### src/rtl/wb_write_arbiter.sv
// Register-file write master: merges pipeline writeback with buffered long-latency results.
// Latency: 1 cycle from an accepted source to we/waddr/wdata (registered write port).
// Backpressure: lu channel is valid/ready (ready = FIFO not full); ex has none; starvation forces a 1-cycle stall_req.
module wb_write_arbiter #(
    parameter  int DATA_W     = 32,
    parameter  int ADDR_W     = 5,
    parameter  int FIFO_DEPTH = 4,
    parameter  int STARVE_LIM = 4,
    localparam int PTR_W      = $clog2(FIFO_DEPTH),
    localparam int CNT_W      = PTR_W + 1,
    localparam int SC_W       = $clog2(STARVE_LIM + 1)
) (
    input  logic              clk,
    input  logic              rst,
    input  logic              ex_valid,
    input  logic [ADDR_W-1:0] ex_waddr,
    input  logic [DATA_W-1:0] ex_wdata,
    input  logic              lu_valid,
    output logic              lu_ready,
    input  logic [ADDR_W-1:0] lu_waddr,
    input  logic [DATA_W-1:0] lu_wdata,
    output logic              we,
    output logic [ADDR_W-1:0] waddr,
    output logic [DATA_W-1:0] wdata,
    output logic              stall_req,
    input  logic [ADDR_W-1:0] chk_addr,
    output logic              chk_pending,
    output logic [CNT_W-1:0]  fifo_count
);

    typedef struct packed {
        logic [ADDR_W-1:0] addr;
        logic [DATA_W-1:0] data;
    } entry_t;

    typedef enum logic [1:0] {
        ST_IDLE  = 2'd0,
        ST_WAIT  = 2'd1,
        ST_DRAIN = 2'd2
    } state_t;

    state_t            state;
    state_t            state_nxt;
    entry_t            mem [FIFO_DEPTH];
    logic [PTR_W-1:0]  wr_ptr;
    logic [PTR_W-1:0]  rd_ptr;
    logic [CNT_W-1:0]  count;
    logic [CNT_W-1:0]  count_nxt;
    logic [SC_W-1:0]   starve_cnt;

    logic              ex_take;
    logic              fifo_empty;
    logic              push;
    logic              pop;
    logic              blocked;
    logic              starve_hit;
    entry_t            head;

    // Per-cycle arbitration decisions; ex loses only while draining.
    always_comb begin
        fifo_empty = (count == '0);
        lu_ready   = (count < CNT_W'(FIFO_DEPTH));
        ex_take    = ex_valid && (ex_waddr != '0) && (state != ST_DRAIN);
        pop        = !ex_take && !fifo_empty;
        blocked    = ex_take && !fifo_empty;
        // Writes to register 0 still handshake but are dropped here.
        push       = lu_valid && lu_ready && (lu_waddr != '0);
        starve_hit = blocked && (starve_cnt == SC_W'(STARVE_LIM - 1));
        head       = mem[rd_ptr];
        fifo_count = count;
    end

    // Occupancy after this cycle's push/pop.
    always_comb begin
        count_nxt = count;
        case ({push, pop})
            2'b10:   count_nxt = count + CNT_W'(1);
            2'b01:   count_nxt = count - CNT_W'(1);
            default: count_nxt = count;
        endcase
    end

    // FIFO pointers and occupancy; a reset discards all buffered results.
    always_ff @(posedge clk or posedge rst) begin
        if (rst) begin
            wr_ptr <= '0;
            rd_ptr <= '0;
            count  <= '0;
        end else begin
            if (push) wr_ptr <= wr_ptr + PTR_W'(1);
            if (pop)  rd_ptr <= rd_ptr + PTR_W'(1);
            count <= count_nxt;
        end
    end

    // FIFO storage; contents are only meaningful below the occupancy count.
    always_ff @(posedge clk) begin
        if (push) mem[wr_ptr] <= '{addr: lu_waddr, data: lu_wdata};
    end

    // Registered write port; address/data hold when nothing issues.
    always_ff @(posedge clk or posedge rst) begin
        if (rst) begin
            we    <= 1'b0;
            waddr <= '0;
            wdata <= '0;
        end else if (ex_take) begin
            we    <= 1'b1;
            waddr <= ex_waddr;
            wdata <= ex_wdata;
        end else if (pop) begin
            we    <= 1'b1;
            waddr <= head.addr;
            wdata <= head.data;
        end else begin
            we    <= 1'b0;
        end
    end

    // Consecutive cycles the FIFO head lost to ex; any pop clears the run.
    always_ff @(posedge clk or posedge rst) begin
        if (rst) begin
            starve_cnt <= '0;
        end else if (state == ST_DRAIN || pop) begin
            starve_cnt <= '0;
        end else if (blocked) begin
            starve_cnt <= starve_cnt + SC_W'(1);
        end
    end

    // FSM state register.
    always_ff @(posedge clk or posedge rst) begin
        if (rst) state <= ST_IDLE;
        else     state <= state_nxt;
    end

    // FSM next state: track occupancy, force a one-cycle drain after a starvation run.
    always_comb begin
        state_nxt = state;
        case (state)
            ST_IDLE:  if (count_nxt != '0) state_nxt = ST_WAIT;
            ST_WAIT: begin
                if (starve_hit)             state_nxt = ST_DRAIN;
                else if (count_nxt == '0)   state_nxt = ST_IDLE;
            end
            ST_DRAIN: state_nxt = (count_nxt != '0) ? ST_WAIT : ST_IDLE;
            default:  state_nxt = ST_IDLE;
        endcase
    end

    // FSM outputs: the pipeline is held for exactly the drain cycle.
    always_comb begin
        stall_req = (state == ST_DRAIN);
    end

    // Hazard query across live entries, including the head being issued now.
    always_comb begin
        logic [PTR_W-1:0] off;
        off         = '0;
        chk_pending = 1'b0;
        for (int i = 0; i < FIFO_DEPTH; i++) begin
            off = PTR_W'(i) - rd_ptr;
            if ((chk_addr != '0) && ({1'b0, off} < count) && (mem[i].addr == chk_addr))
                chk_pending = 1'b1;
        end
    end

endmodule

### config.mk
export PLATFORM = sky130hd
export DESIGN_NAME = wb_write_arbiter
export DESIGN_NICKNAME = d
export VERILOG_FILES = /design/src/rtl/wb_write_arbiter.sv
export SDC_FILE = /design/constraint.sdc
export NUM_CORES = 1
export LEC_CHECK = 0
export ABC_AREA = 0
export CAP_MARGIN = 20
export CORE_MARGIN = 3
export CORE_UTILIZATION = 30
export CTS_CLUSTER_DIAMETER = 100
export CTS_CLUSTER_SIZE = 12
export DETAILED_ROUTE_END_ITERATION = 12
export SLEW_MARGIN = 20
export SYNTH_ARGS = -nofsm -noshare
export SYNTH_HDL_FRONTEND = slang
export SYNTH_SLANG_ARGS = --single-unit
### constraint.sdc
create_clock -name clk -period 2.55 [get_ports clk]
set_input_delay 0.51 -clock clk [delete_from_list [all_inputs] [get_ports clk]]
set_output_delay 0.51 -clock clk [all_outputs]
set_load 0.1 [all_outputs]
==> results.py <==
metrics = {
    "status": {
        "status": "complete, but fails checks",
        "violations": "setup timing",
    },
    "die": {
        "pin_count": 127,
        "start_util_pct": 30.74,
        "die_height_um": 170.1,
        "coreArea_mm2": 0.02628,
        "die-area_mm2": 0.02894,
        "die_x_um": 170.1,
        "rows": 59,
    },
    "sta": {
        "slew_headroom_pct": 46.85,
        "max_slew.worst_pin.slew_ns": 0.7972,
        "setup_violations": 1,
        "final_hold_viol_count": 0,
        "fin_ws_ns": -0.1010,
        "fin_crit_ns": 2.651,
        "drv_slew": 0,
        "period_share_pct": 104.0,
        "rsz0062_at_grt": "yes",
        "skew_ns": 0.01038,
        "fmax_mhz": 377.2,
    },
    "global_routing": {
        "grt_pass1_vias": 5193,
        "grt_overflow": 0,
        "grt_pass1_wl_um": 29930,
        "antenna_found_initial": 3,
        "grt_max_degree": 77,
        "grt_util_all_layers_pct": 13.79,
    },
    "synth": {
        "netlist.area_leader.share_pct": 55.01,
        "synth_enable_flop_cells": 148,
        "yosysMostFrequentCell": "edfxtp_1",
        "yosys-top-cells-count": "edfxtp_1, nand2_1, dfrtp_1",
        "avgSynthCellArea_um2": 15.69,
        "syn_inst": 515,
        "synth.distinct_cells": 39,
        "syn-num-nets": 610,
        "synthTopCellsByArea": "edfxtp_1, dfrtp_1, mux4_2",
        "synth_top_area_cell": "edfxtp_1",
        "synth-seq-area-share_pct": 70.50,
        "ys_ff_latch": 198,
        "ys_async_sr_fraction_pct": 25.25,
        "synthFlopType": "edfxtp_1",
        "ys_warn_count": 0,
        "syn_area_mm2": 0.008079,
    },
    "placed_design": {
        "place_hpwl_um": 13130,
        "place_congestion": 0.7732,
        "portBuffers": 126,
        "placed_cells": 977,
    },
    "clocking": {
        "cts_max_path_buffers": 2,
        "clk_pin_slew_ns": 0.08,
        "numCtsBuffers": 17,
        "cts-root-buf": "clkbuf_16",
        "cts_tree": "done",
        "clock_latency_ns": 0.43,
        "cts_sinks": 198,
        "htree_levels": 4,
    },
    "routing": {
        "vias": 4896,
        "dr_wl_met3_um": 1005,
        "highest_layer": "met5",
        "drt_wl_total_um": 19680,
        "wl_met1_um": 8250,
        "wl_met2_um": 10040,
        "drtIter0Drc": 317,
        "drcViolationCount": 0,
        "dr.pass1.iters": 7,
        "ant_nets": 0,
        "post_drt_wl_per_cell_um": 19.45,
        "vias_per_cell": 4.838,
    },
    "worst_setup_path": {
        "arrival_ns": 2.14,
        "startpoint_type": "register",
        "critPathKind": "register to output port",
        "worstPathRequired_ns": 2.04,
        "r2r_start": "state[0]",
        "critPathLaunch": "rd_ptr[0]",
        "worstPathMaxFanout": 2,
        "end_kind": "output port",
    },
    "final_layout": {
        "fillCellCount": 2434,
        "final_nets": 758,
        "area_delta_synth_final_pct": 31.01,
        "drive_gt1_share_pct": 25.89,
        "fin_cells": 1012,
    },
    "run": {
        "max_cap_viol_count": 0,
    },
    "pwr": {
        "p_leak_uw": 0.003846,
        "ir_worst_vdd_uv": 757.7,
        "power_uw": 12800,
        "power_density_mw_per_mm2": 1209,
    },
    "worst_hold_path": {
        "hp-start": "lu_waddr[3]",
        "hp-class": "primary input to register",
    },
}
path summary, 6_finish.rpt:
check                                    to  slack [ns]  depth (start not counted)
worst min register to register     state[1]        0.48                          1
max in group asynchronous         rd_ptr[1]        1.50                          3
worst max register to register     state[0]        0.33                         10
min in group asynchronous         wdata[17]        0.46                          2
worst min-delay path             mem[1][35]        0.44                          2
worst max-delay path            chk_pending       -0.10                          6
cell type report:
class / count / area, um2 / share of cell area (%)
clock buffer: 18 / 429.2 / 4.055
tap: 335 / 419.2 / 3.960
multi-input combinational: 275 / 2342 / 22.13
antenna: 1 / 2.502 / 0.02364
sequential: 198 / 5704 / 53.90
timing repair buffer: 159 / 1490 / 14.08
inverter: 12 / 60.06 / 0.5674
clock inverter: 14 / 136.4 / 1.289
layout by cell type, fill, tap and decap left out, drive strengths merged, types with 3 or more instances in the layout:
cell and instances:
inv 19, and2 5, a31oi 35, dlymetal6s2s 7, mux4 37, nand2 82, clkinv 3, xor2 15
dlygate4sd2 4, nor4 3, buf 77, nor3 3, edfxtp 148, clkinvlp 3, clkdlybuf4s50 70, dfrtp 50
nor2 40, ha 11, clkbuf 18, a21oi 8, xnor2 12
routing by layer:
metal / GRT usage, % / vias to the layer above
met5: 0 / -
met4: 4.233 / 2
met3: 3.438 / 24
met2: 23.53 / 143
met1: 17.39 / 2498
li1: - / 2229
report_power, final:
group / internal [uW] / switching, uW / leakage (uW)
Clock: 1380 / 1240 / 0.000270
Combinational: 1810 / 3900 / 0.00166
Sequential: 4150 / 331 / 0.00192
worst max-delay path, cell delays in order (launching register included):
cell,delay [ns]
dfrtp_4,0.50
xor2_2,0.16
ha_1,0.31
a2111oi_4,0.30
a21oi_2,0.08
a21oi_4,0.18
buf_12,0.19
per-stage QoR:
step	setup TNS, ns	hold WS [ns]	cell area (um2)	setup slack, ns	utilization [%]
2_1_floorplan	-0.2755	0.4320	8137	-0.1649	-
3_3_place_gp	-7.741	0.4502	9899	-0.5928	37.67
3_5_place_dp	-12.36	0.4684	9899	-0.6337	37.67
4_1_cts	-0.1994	0.4581	10500	-0.1994	39.97
5_1_grt	-0.1980	0.4231	10580	-0.1980	40.27
6_report	-0.1010	0.4380	10580	-0.1010	40.27
timing repair:
action,4_1_cts,5_1_grt
gates cloned,0,0
gates resized for setup,10,16
setup endpoints to repair,2,2
pin swaps,10,12
setup buffers,2,0
endpoints found under the hold margin,0,0
hold buffers,0,0
cells by family after synthesis:
family | Yosys count | synth area share, %
flip-flops | 198 | 70.50
AND/OR/NAND/NOR | 144 | 7.511
AO/OA/AOI/OAI | 55 | 4.491
buffers and inverters | 42 | 2.307
multiplexers | 37 | 10.31
XOR/XNOR | 27 | 2.927
adder cells (fa/ha/maj) | 12 | 1.951
state kept, by name, indices dropped and copies added (netlist names):
name        flops
fifo_count      3
wdata          32
rd_ptr          2
mem           148
state           2
wr_ptr          2
we              1
waddr           5
starve_cnt      3
No activity file was read; power rests on OpenSTA's default activity.
